$ cat src/rtl/cgia_crtc.sv
// CGIA CRT timing generator: prescaled dot/line counters decoded into registered sync,
// fetch/visible enables and line-buffer bank select. Optional raster IRQ: CGIA_RASTER_IRQ_EN.
module cgia_crtc #(
    parameter int unsigned H_TOTAL      = 800,
    parameter int unsigned H_DISP       = 640,
    parameter int unsigned H_SYNC_START = 656,
    parameter int unsigned H_SYNC_WIDTH = 96,
    parameter int unsigned V_TOTAL      = 525,
    parameter int unsigned V_DISP       = 480,
    parameter int unsigned V_SYNC_START = 490,
    parameter int unsigned V_SYNC_WIDTH = 2,
    parameter int unsigned CLKS_PER_DOT = 2
) (
    input  logic       clk_i,
    input  logic       reset_i,
`ifdef CGIA_RASTER_IRQ_EN
    input  logic [9:0] irq_line_i,
    output logic       irq_o,
`endif
    output logic       hsync_o,
    output logic       vsync_o,
    output logic       den_o,
    output logic       pen_o,
    output logic       bank_o,
    output logic       dot_o,
    output logic [9:0] hctr_o,
    output logic [9:0] vctr_o
);

    localparam int unsigned PW = (CLKS_PER_DOT > 1) ? $clog2(CLKS_PER_DOT) : 1;
    localparam logic [PW-1:0] PRESC_MAX = PW'(CLKS_PER_DOT - 1);
    localparam logic [9:0]  H_LAST   = 10'(H_TOTAL - 1);
    localparam logic [9:0]  V_LAST   = 10'(V_TOTAL - 1);
    localparam logic [10:0] H_DISP_W = 11'(H_DISP);
    localparam logic [10:0] V_DISP_W = 11'(V_DISP);
    localparam logic [10:0] HS_BEG   = 11'(H_SYNC_START);
    localparam logic [10:0] HS_END   = 11'(H_SYNC_START + H_SYNC_WIDTH);
    localparam logic [10:0] VS_BEG   = 11'(V_SYNC_START);
    localparam logic [10:0] VS_END   = 11'(V_SYNC_START + V_SYNC_WIDTH);

`ifndef SYNTHESIS
    if (H_TOTAL > 1024 || V_TOTAL > 1024 || CLKS_PER_DOT < 1 ||
        H_DISP > H_SYNC_START || H_SYNC_START + H_SYNC_WIDTH > H_TOTAL ||
        V_DISP > V_SYNC_START || V_SYNC_START + V_SYNC_WIDTH > V_TOTAL) begin : g_param_err
        $error("cgia_crtc: illegal timing parameters");
    end
`endif

    logic [PW-1:0] presc_q, presc_d;
    logic [9:0]    hctr_q, hctr_d;
    logic [9:0]    vctr_q, vctr_d;
    logic          run_q;
    logic          hsync_q, hsync_d, vsync_q, vsync_d;
    logic          den_q, den_d, pen_q, pen_d;
    logic          bank_q, bank_d, dot_q, dot_d;
    logic          tick, h_wrap, line_start;
    logic [9:0]    v_next;
    logic [10:0]   h_ext, v_ext, vn_ext;

    always_comb begin
        tick       = run_q && (presc_q == PRESC_MAX);
        h_wrap     = (hctr_q == H_LAST);
        line_start = tick && h_wrap;

        presc_d = presc_q;
        if (run_q) begin
            presc_d = tick ? '0 : presc_q + 1'b1;
        end

        hctr_d = hctr_q;
        vctr_d = vctr_q;
        if (tick) begin
            if (h_wrap) begin
                hctr_d = '0;
                vctr_d = (vctr_q == V_LAST) ? '0 : vctr_q + 1'b1;
            end else begin
                hctr_d = hctr_q + 1'b1;
            end
        end

        // Decode the post-edge counters so outputs move in the same clock as the counters.
        h_ext  = {1'b0, hctr_d};
        v_ext  = {1'b0, vctr_d};
        v_next = (vctr_d == V_LAST) ? '0 : vctr_d + 1'b1;
        vn_ext = {1'b0, v_next};

        hsync_d = (h_ext >= HS_BEG) && (h_ext < HS_END);
        vsync_d = (v_ext >= VS_BEG) && (v_ext < VS_END);
        pen_d   = (h_ext < H_DISP_W) && (v_ext < V_DISP_W);
        den_d   = (vn_ext < V_DISP_W);
        bank_d  = bank_q ^ (line_start && (v_ext < V_DISP_W));
        dot_d   = tick;
    end

    // run_q holds the counters on the first edge after reset so that edge shows (0,0).
    always_ff @(posedge clk_i or posedge reset_i) begin
        if (reset_i) begin
            run_q   <= 1'b0;
            presc_q <= '0;
            hctr_q  <= '0;
            vctr_q  <= '0;
            hsync_q <= 1'b0;
            vsync_q <= 1'b0;
            den_q   <= 1'b0;
            pen_q   <= 1'b0;
            bank_q  <= 1'b0;
            dot_q   <= 1'b0;
        end else begin
            run_q   <= 1'b1;
            presc_q <= presc_d;
            hctr_q  <= hctr_d;
            vctr_q  <= vctr_d;
            hsync_q <= hsync_d;
            vsync_q <= vsync_d;
            den_q   <= den_d;
            pen_q   <= pen_d;
            bank_q  <= bank_d;
            dot_q   <= dot_d;
        end
    end

    assign hsync_o = hsync_q;
    assign vsync_o = vsync_q;
    assign den_o   = den_q;
    assign pen_o   = pen_q;
    assign bank_o  = bank_q;
    assign dot_o   = dot_q;
    assign hctr_o  = hctr_q;
    assign vctr_o  = vctr_q;

`ifdef CGIA_RASTER_IRQ_EN
    logic irq_q, irq_d;

    always_comb begin
        irq_d = line_start && (vctr_d == irq_line_i);
    end

    always_ff @(posedge clk_i or posedge reset_i) begin
        if (reset_i) begin
            irq_q <= 1'b0;
        end else begin
            irq_q <= irq_d;
        end
    end

    assign irq_o = irq_q;
`endif

endmodule
$ cat config.mk
export PLATFORM = sky130hd
export DESIGN_NAME = cgia_crtc
export DESIGN_NICKNAME = d
export VERILOG_FILES = /design/src/rtl/cgia_crtc.sv
export SDC_FILE = /design/constraint.sdc
export NUM_CORES = 1
export LEC_CHECK = 0
export BUFFER_PORTS_ARGS = -buffer_cell sky130_fd_sc_hd__buf_2
export CAP_MARGIN = 10
export CORE_ASPECT_RATIO = 2
export CORE_MARGIN = 2
export CORE_UTILIZATION = 26
export CTS_CLUSTER_DIAMETER = 200
export CTS_CLUSTER_SIZE = 25
export DETAILED_ROUTE_END_ITERATION = 12
export HOLD_SLACK_MARGIN = 0.05
export MAX_ROUTING_LAYER = met4
export PLACE_DENSITY = 0.51
export SKIP_LAST_GASP = 1
export SLEW_MARGIN = 10
export SYNTH_ARGS = -nofsm -noshare
export SYNTH_HDL_FRONTEND = slang
export SYNTH_SLANG_ARGS = --single-unit
$ cat constraint.sdc
create_clock -name clk_i -period 3.01 [get_ports clk_i]
set_input_delay 0.903 -clock clk_i [delete_from_list [all_inputs] [get_ports clk_i]]
set_output_delay 0.903 -clock clk_i [all_outputs]
set_load 0.005 [all_outputs]
==> summary.md, run 1 <==
| Metric | Value |
|---|---|
| Status | `finished, final reports clean` |
| Clock Path Buffers | `2` |
| Worst r2r path cells | `8` |
| Flop2flop setup slack | `0.23 ns` |
| CP Data Required Time | `roughly 3.2 ns` |
| Setup TNS | `0 ns` |
| Die ar. | `~6200 um^2` |
| Antenna viol nets, final | `0` |
| CP Buf/Inv Count | `0` |
| Clock transition at path regs | `0.09 ns` |
| Cell breakdown of the critical path | `ha_1, nand4b_1, or4_4, nor3_1, xor2_1, nand4_2, or3_1, o221ai_1` |
| Final Cycle Share | `between 90% and 100%` |
| Kind of critical path | `reg -> reg` |
| Vias/cell | `~5.2` |
| RSZ-0062 raised after global routing | `false` |
| Minimum clock period after layout | `2.78 ns` |
| Via Count | `about 1200` |
| Worst slew pin tran | `between 0.5 and 0.6 ns` |
| Post-route setup slack | `approximately 0.23 ns` |
| Hold Fails Final Rpt | `0` |
| YS warnings | `0` |
| First-pass DRT Iterations | `4` |
| Maximum VDD drop | `about 0.45 mV` |
| Layout area overhead | `19.9%` |
| DP Area | `about 1700 um^2` |
| WHS Path Cells | `1` |
| Die width | `about 57 um` |
| Reg2reg end | `den_o` |
| # DRC | `0` |
| Startpoint Class | `register` |
| Worst setup EP type | `register` |
| Core area | `about 5400 um^2` |
| Seq cells post-synth | `28` |
| Hold/Removal Path Class | `reg -> reg` |
| Leak pwr | `0.852 nW` |
| WL/cell | `between 15 and 20 um` |
| Post-cts resize count | `0` |
| Clock root buffer | `clkbuf_8` |
| Placed insts | `229` |
| Hold slack | `about 0.47 ns` |
| Post-CTS Hold Buffers | `0` |
| Crit Path Max Fanout | `11` |
| Final setup vio count | `0` |
| Setup Fix Bufs, Post-CTS | `0` |
| WL final | `approximately 3700 um` |
| Gr usage total | `around 13%` |
| Initial antenna violation count | `0` |
| CTS HTree Levels | `1` |
| CTS tree | `yes` |
| DP Worst Slack | `roughly 0.23 ns` |
| Delay-heaviest family, CP | `simple AND/OR/NAND/NOR gates` |
| Slowest library cell on the worst path | `or4_4` |
| Die height | `approximately 110 um` |
| Slew HR | `63.4%` |
| DRT iter0 DRCs | `25` |
| Design Area, Final | `between 1500 and 2000 um^2` |
| Final Skew | `about 0.0048 ns` |
| Max-slew violation count | `0` |
| Hold Path End | `presc_q` |
| Min-delay src | `run_q` |
| CP peak stage delay | `a little over 0.6 ns` |
| Clk_lat worst skew | `0.27 ns` |
| Most frequent cells in the layout | `dfrtp_1, buf_2, nand2_1` |
| Starting Density | `26.8%` |
| Avg Synthesized Cell Area | `about 10 um^2` |
| Final std cells w/o fill | `between 200 and 250` |
| Syn nets | `between 100 and 150` |
| CTS buffer count | `3` |
| Pin count of the biggest net entering global routing | `29` |
| Mapped cell area | `1460 um^2` |
| Vias in the first global route | `1267` |
| I/O pins | `28` |
| Arrival @ worst endpoint | `2.96 ns` |
| GRT overflow | `0` |
| Sequential area share after synthesis | `a little under 50%` |
| First-pass GRT wire length | `~6000 um` |
| Synth unique cells | `43` |
| GP Congestion | `between 0.8 and 0.9` |
| Rows | `38` |
| Leading cell type in the layout, fill and taps excluded | `dfrtp_1` |
| Peak Freq | `between 0.3 and 0.4 GHz` |
| Share of layout cells above drive strength 1 | `between 20% and 30%` |
| Clock Sinks | `28` |
| Fin nets | `around 180` |
| Post-DP HPWL | `around 3000 um` |
| ANT cells | `0` |
| Maxcap violations | `0` |
| Gate Count Post-Synth | `approximately 140` |
| Power per cell area | `between 400 and 500 nW/um^2` |
| R2r startpoint | `hctr_o[0]` |
| Port bufs | `27` |
[cells in the mapped netlist, drive strengths merged]
| library cell | count | area share (%) |
|---|---|---|
| or3 | 3 | 1.3 |
| nor4 | 2 | 1.3 |
| a31oi | 3 | 1.3 |
| o22ai | 1 | 0.43 |
| nand4b | 1 | 0.60 |
| nand4 | 9 | 4.3 |
| o21ai | 6 | 2.1 |
| o41ai | 2 | 2.5 |
| clkbuf | 2 | 0.60 |
| conb | 1 | 0.26 |
| a41oi | 1 | 0.60 |
| and3 | 5 | 2.3 |
| and2b | 1 | 0.52 |
| inv | 6 | 1.5 |
| o31ai | 1 | 0.52 |
| nand2 | 14 | 3.6 |
| nand3 | 7 | 2.4 |
| nor4b | 3 | 1.8 |
| a21oi | 5 | 1.7 |
| or4 | 1 | 0.77 |
| xor2 | 7 | 4.7 |
| nand3b | 1 | 0.52 |
| mux2 | 1 | 0.77 |
| nand2b | 1 | 0.43 |
| buf | 1 | 0.77 |
| nor3 | 7 | 3.2 |
| ha | 3 | 2.6 |
| a21o | 1 | 0.52 |
| and4b | 1 | 0.69 |
| xnor2 | 5 | 3.0 |
| nor2 | 7 | 1.8 |
| or2 | 1 | 0.43 |
| dfrtp | 28 | 48 |
| a32oi | 1 | 0.60 |
| or3b | 1 | 0.77 |
| o221ai | 1 | 0.60 |
[state kept, by name, indices dropped and copies added, names as in the netlist]
register	flops
presc_q	1
dot_o	1
bank_o	1
hctr_o	10
den_o	1
pen_o	1
hsync_o	1
run_q	1
vctr_o	10
vsync_o	1
[logic make-up after synthesis]
family | synth area share, %
fa+ha+maj | 2.58
flops | 48.2
buf+inv | 2.92
compound gates | 10.8
mux | 0.774
simple gates | 26.7
other cells | 0.258
xor+xnor | 7.74
[power breakdown]
part | internal (mW) | switching (mW) | total [mW]
Sequential | 0.418 | 0.0494 | 0.467
Combinational | 0.0639 | 0.0784 | 0.142
Clock | 0.117 | 0.109 | 0.225
Total | 0.599 | 0.236 | 0.835
[metrics by stage]
stage	total power [mW]	utilization, %
floorplan	0.556	-
global placement	0.618	30.9
detailed placement	0.619	30.9
CTS	0.851	31.9
global route	0.889	32.2
finish	0.835	32.2
[worst register-to-register path: cells and delay by family, from the launching register on]
| family | cells | cell delay, ns |
|---|---|---|
| AND/OR/NAND/NOR | 5 | 1.62 |
| flip-flops | 1 | 0.45 |
| XOR/XNOR | 1 | 0.30 |
| adder cells (fa/ha/maj) | 1 | 0.25 |
| AO/OA/AOI/OAI | 1 | 0.07 |
[worst max-delay path by stage]
stage               startpoint    end  slack [ns]  cells after the start
finish               hctr_o[0]  den_o        0.23                      8
detailed placement   hctr_o[0]  den_o        0.23                      8
floorplan            hctr_o[0]  den_o        0.54                      9
global route         hctr_o[0]  den_o       0.008                      8
CTS                  hctr_o[0]  den_o        0.19                      8
global placement     hctr_o[0]  den_o        0.31                      8
[area by class of cell]
| cell class | instances | area (um^2) |
|---|---|---|
| Sequential cell | 28 | 701 |
| Inverter | 6 | 22.5 |
| Fill cell | 604 | 3670 |
| Clock buffer | 4 | 55.1 |
| Timing Repair Buffer | 33 | 180 |
| Multi-Input combinational cell | 104 | 712 |
| Tap cell | 60 | 75.1 |
[layer usage]
| metal | GRT usage [%] | up-vias | wire (um) |
|---|---|---|---|
| met1 | 11.5 | 597 | 1280 |
| met2 | 24.6 | 27 | 2200 |
| li1 | - | 584 | - |
| met3 | 1.65 | 11 | 108 |
| met4 | 7.48 | 0 | 119 |
| met5 | - | - | 0 |
Power figures use the tool's default switching activity.
==> run 2: changes to the inputs <==
--- a/config.mk
+++ b/config.mk
@@ -10,6 +10,7 @@
 export CORE_ASPECT_RATIO = 2
 export CORE_MARGIN = 2
 export CORE_UTILIZATION = 26
+export CTS_BUF_LIST = sky130_fd_sc_hd__clkbuf_4
 export CTS_CLUSTER_DIAMETER = 200
 export CTS_CLUSTER_SIZE = 25
 export DETAILED_ROUTE_END_ITERATION = 12
==> run 2 against run 1 <==
Sequential power barely moved; register-to-register slack got worse by 0.02 ns; largest power group unchanged; non-clock buffer count did not move.
==> summary.md, run 2 (synthesized netlist as in run 1, its figures left out) <==
| Metric | Value |
|---|---|
| Status | `finished, final reports clean` |
| Final setup vio count | `0` |
| Initial antenna violation count | `0` |
| GP Congestion | `about 0.83` |
| CTS HTree Levels | `1` |
| Clock root buffer | `clkbuf_4` |
| Final std cells w/o fill | `~240` |
| GRT overflow | `0` |
| Slowest library cell on the worst path | `or4_4` |
| DP Area | `~1700 um^2` |
| CP Buf/Inv Count | `0` |
| First-pass GRT wire length | `between 5000 and 6000 um` |
| Hold/Removal Path Class | `reg -> reg` |
| Minimum clock period after layout | `2.80 ns` |
| Hold slack | `roughly 0.47 ns` |
| Via Count | `1217` |
| Post-DP HPWL | `around 3000 um` |
| Peak Freq | `approximately 0.36 GHz` |
| Worst slew pin tran | `~0.53 ns` |
| Cell breakdown of the critical path | `ha_1, nand4b_1, or4_4, nor3_1, xor2_1, nand4_2, or3_1, o221ai_1` |
| Maxcap violations | `0` |
| CP Data Required Time | `~3.3 ns` |
| Leading cell type in the layout, fill and taps excluded | `dfrtp_1` |
| Post-route setup slack | `roughly 0.21 ns` |
| CP peak stage delay | `0.62 ns` |
| Util after Layout | `between 30% and 40%` |
| Setup Fix Bufs, Post-CTS | `0` |
| Placed insts | `229` |
| Post-CTS Hold Buffers | `0` |
| Hold Fails Final Rpt | `0` |
| Core area | `between 5000 and 6000 um^2` |
| Gr usage total | `between 10% and 20%` |
| WL/cell | `15.9 um` |
| Port bufs | `27` |
| # DRC | `0` |
| Die height | `approximately 110 um` |
| Power per cell area | `about 440 nW/um^2` |
| WL final | `between 3000 and 4000 um` |
| CTS tree | `yes` |
| Arrival @ worst endpoint | `3.04 ns` |
| Clk_lat worst skew | `around 0.32 ns` |
| Die width | `around 57 um` |
| Pin count of the biggest net entering global routing | `29` |
| Final Skew | `between 0.004 and 0.005 ns` |
| Slew HR | `around 64%` |
| Startpoint Class | `register` |
| First-pass DRT Iterations | `4` |
| Die ar. | `roughly 6200 um^2` |
| Worst setup EP type | `register` |
| Clock transition at path regs | `0.14 ns` |
| Leak pwr | `between 0.8 and 0.9 nW` |
| Final Cycle Share | `between 90% and 100%` |
| Layout area overhead | `18.0%` |
| Delay-heaviest family, CP | `simple AND/OR/NAND/NOR gates` |
| Fin nets | `around 180` |
| Clock Path Buffers | `2` |
| CTS buffer count | `3` |
| Design Area, Final | `~1700 um^2` |
| DP Worst Slack | `approximately 0.23 ns` |
| Antenna viol nets, final | `0` |
| Vias/cell | `between 5 and 6` |
| DRT iter0 DRCs | `37` |
| ANT cells | `0` |
| Share of layout cells above drive strength 1 | `between 20% and 30%` |
| Rows | `38` |
| Starting Density | `26.8%` |
| Vias in the first global route | `approximately 1300` |
| Total power | `approximately 0.76 mW` |
| Maximum VDD drop | `approximately 0.36 mV` |
| Max-slew violation count | `0` |
| Crit Path Max Fanout | `11` |
| Clock Sinks | `28` |
| Most frequent cells in the layout | `dfrtp_1, buf_2, nand2_1` |
| I/O pins | `28` |
| Kind of critical path | `reg -> reg` |
| Setup TNS | `0 ns` |
| Post-cts resize count | `0` |
-- run 2: cell types whose count changed in the layout (fill, tap and decap cells not counted) --
cell / before / now
clkbuf_8: 4 / 0
clkinv_1: 0 / 1
clkbuf_4: 0 / 3
-- run 2: cell type report --
cell class	count	area [um^2]
clock buffer	3	22.5
clock inverter	1	3.75
fill	607	3700
inverter	6	22.5
multi-input combinational	104	712
sequential	28	701
tap	60	75.1
timing repair buffer	33	180
-- run 2: metal layers --
layer,track usage [%],up-vias,share of wire [%]
met2,25.0,29,59
met4,6.81,0,2.6
li1,-,585,-
met3,1.53,9,3.5
met1,11.6,594,35
met5,-,-,0
-- run 2: worst reg2reg max path: stages, from the launching register on --
cell and delay, ns:
dfrtp_1 0.47, ha_1 0.25, nand4b_1 0.19, or4_4 0.62, nor3_1 0.25, xor2_1 0.30
nand4_2 0.19, or3_1 0.39, o221ai_1 0.07
-- run 2: report_power, final --
| part | switching [mW] | leakage [nW] | total (mW) | internal [mW] |
|---|---|---|---|---|
| sequential | 0.0492 | 0.368 | 0.467 | 0.418 |
| clock | 0.104 | 0.0154 | 0.153 | 0.0485 |
| combinational | 0.0786 | 0.455 | 0.143 | 0.0639 |
| total | 0.232 | 0.838 | 0.762 | 0.530 |
-- run 2: worst paths after layout --
path                       startpoint   endpoint  slack [ns]  depth (start not counted)
setup / recovery            hctr_o[0]      den_o        0.21                          8
hold / removal                  run_q    presc_q        0.47                          1
setup reg to reg            hctr_o[0]      den_o        0.21                          8
hold reg to reg                 run_q    presc_q        0.47                          1
max in group asynchronous     reset_i  hctr_o[5]        2.13                          3
min in group asynchronous     reset_i  vctr_o[5]        0.62                          3
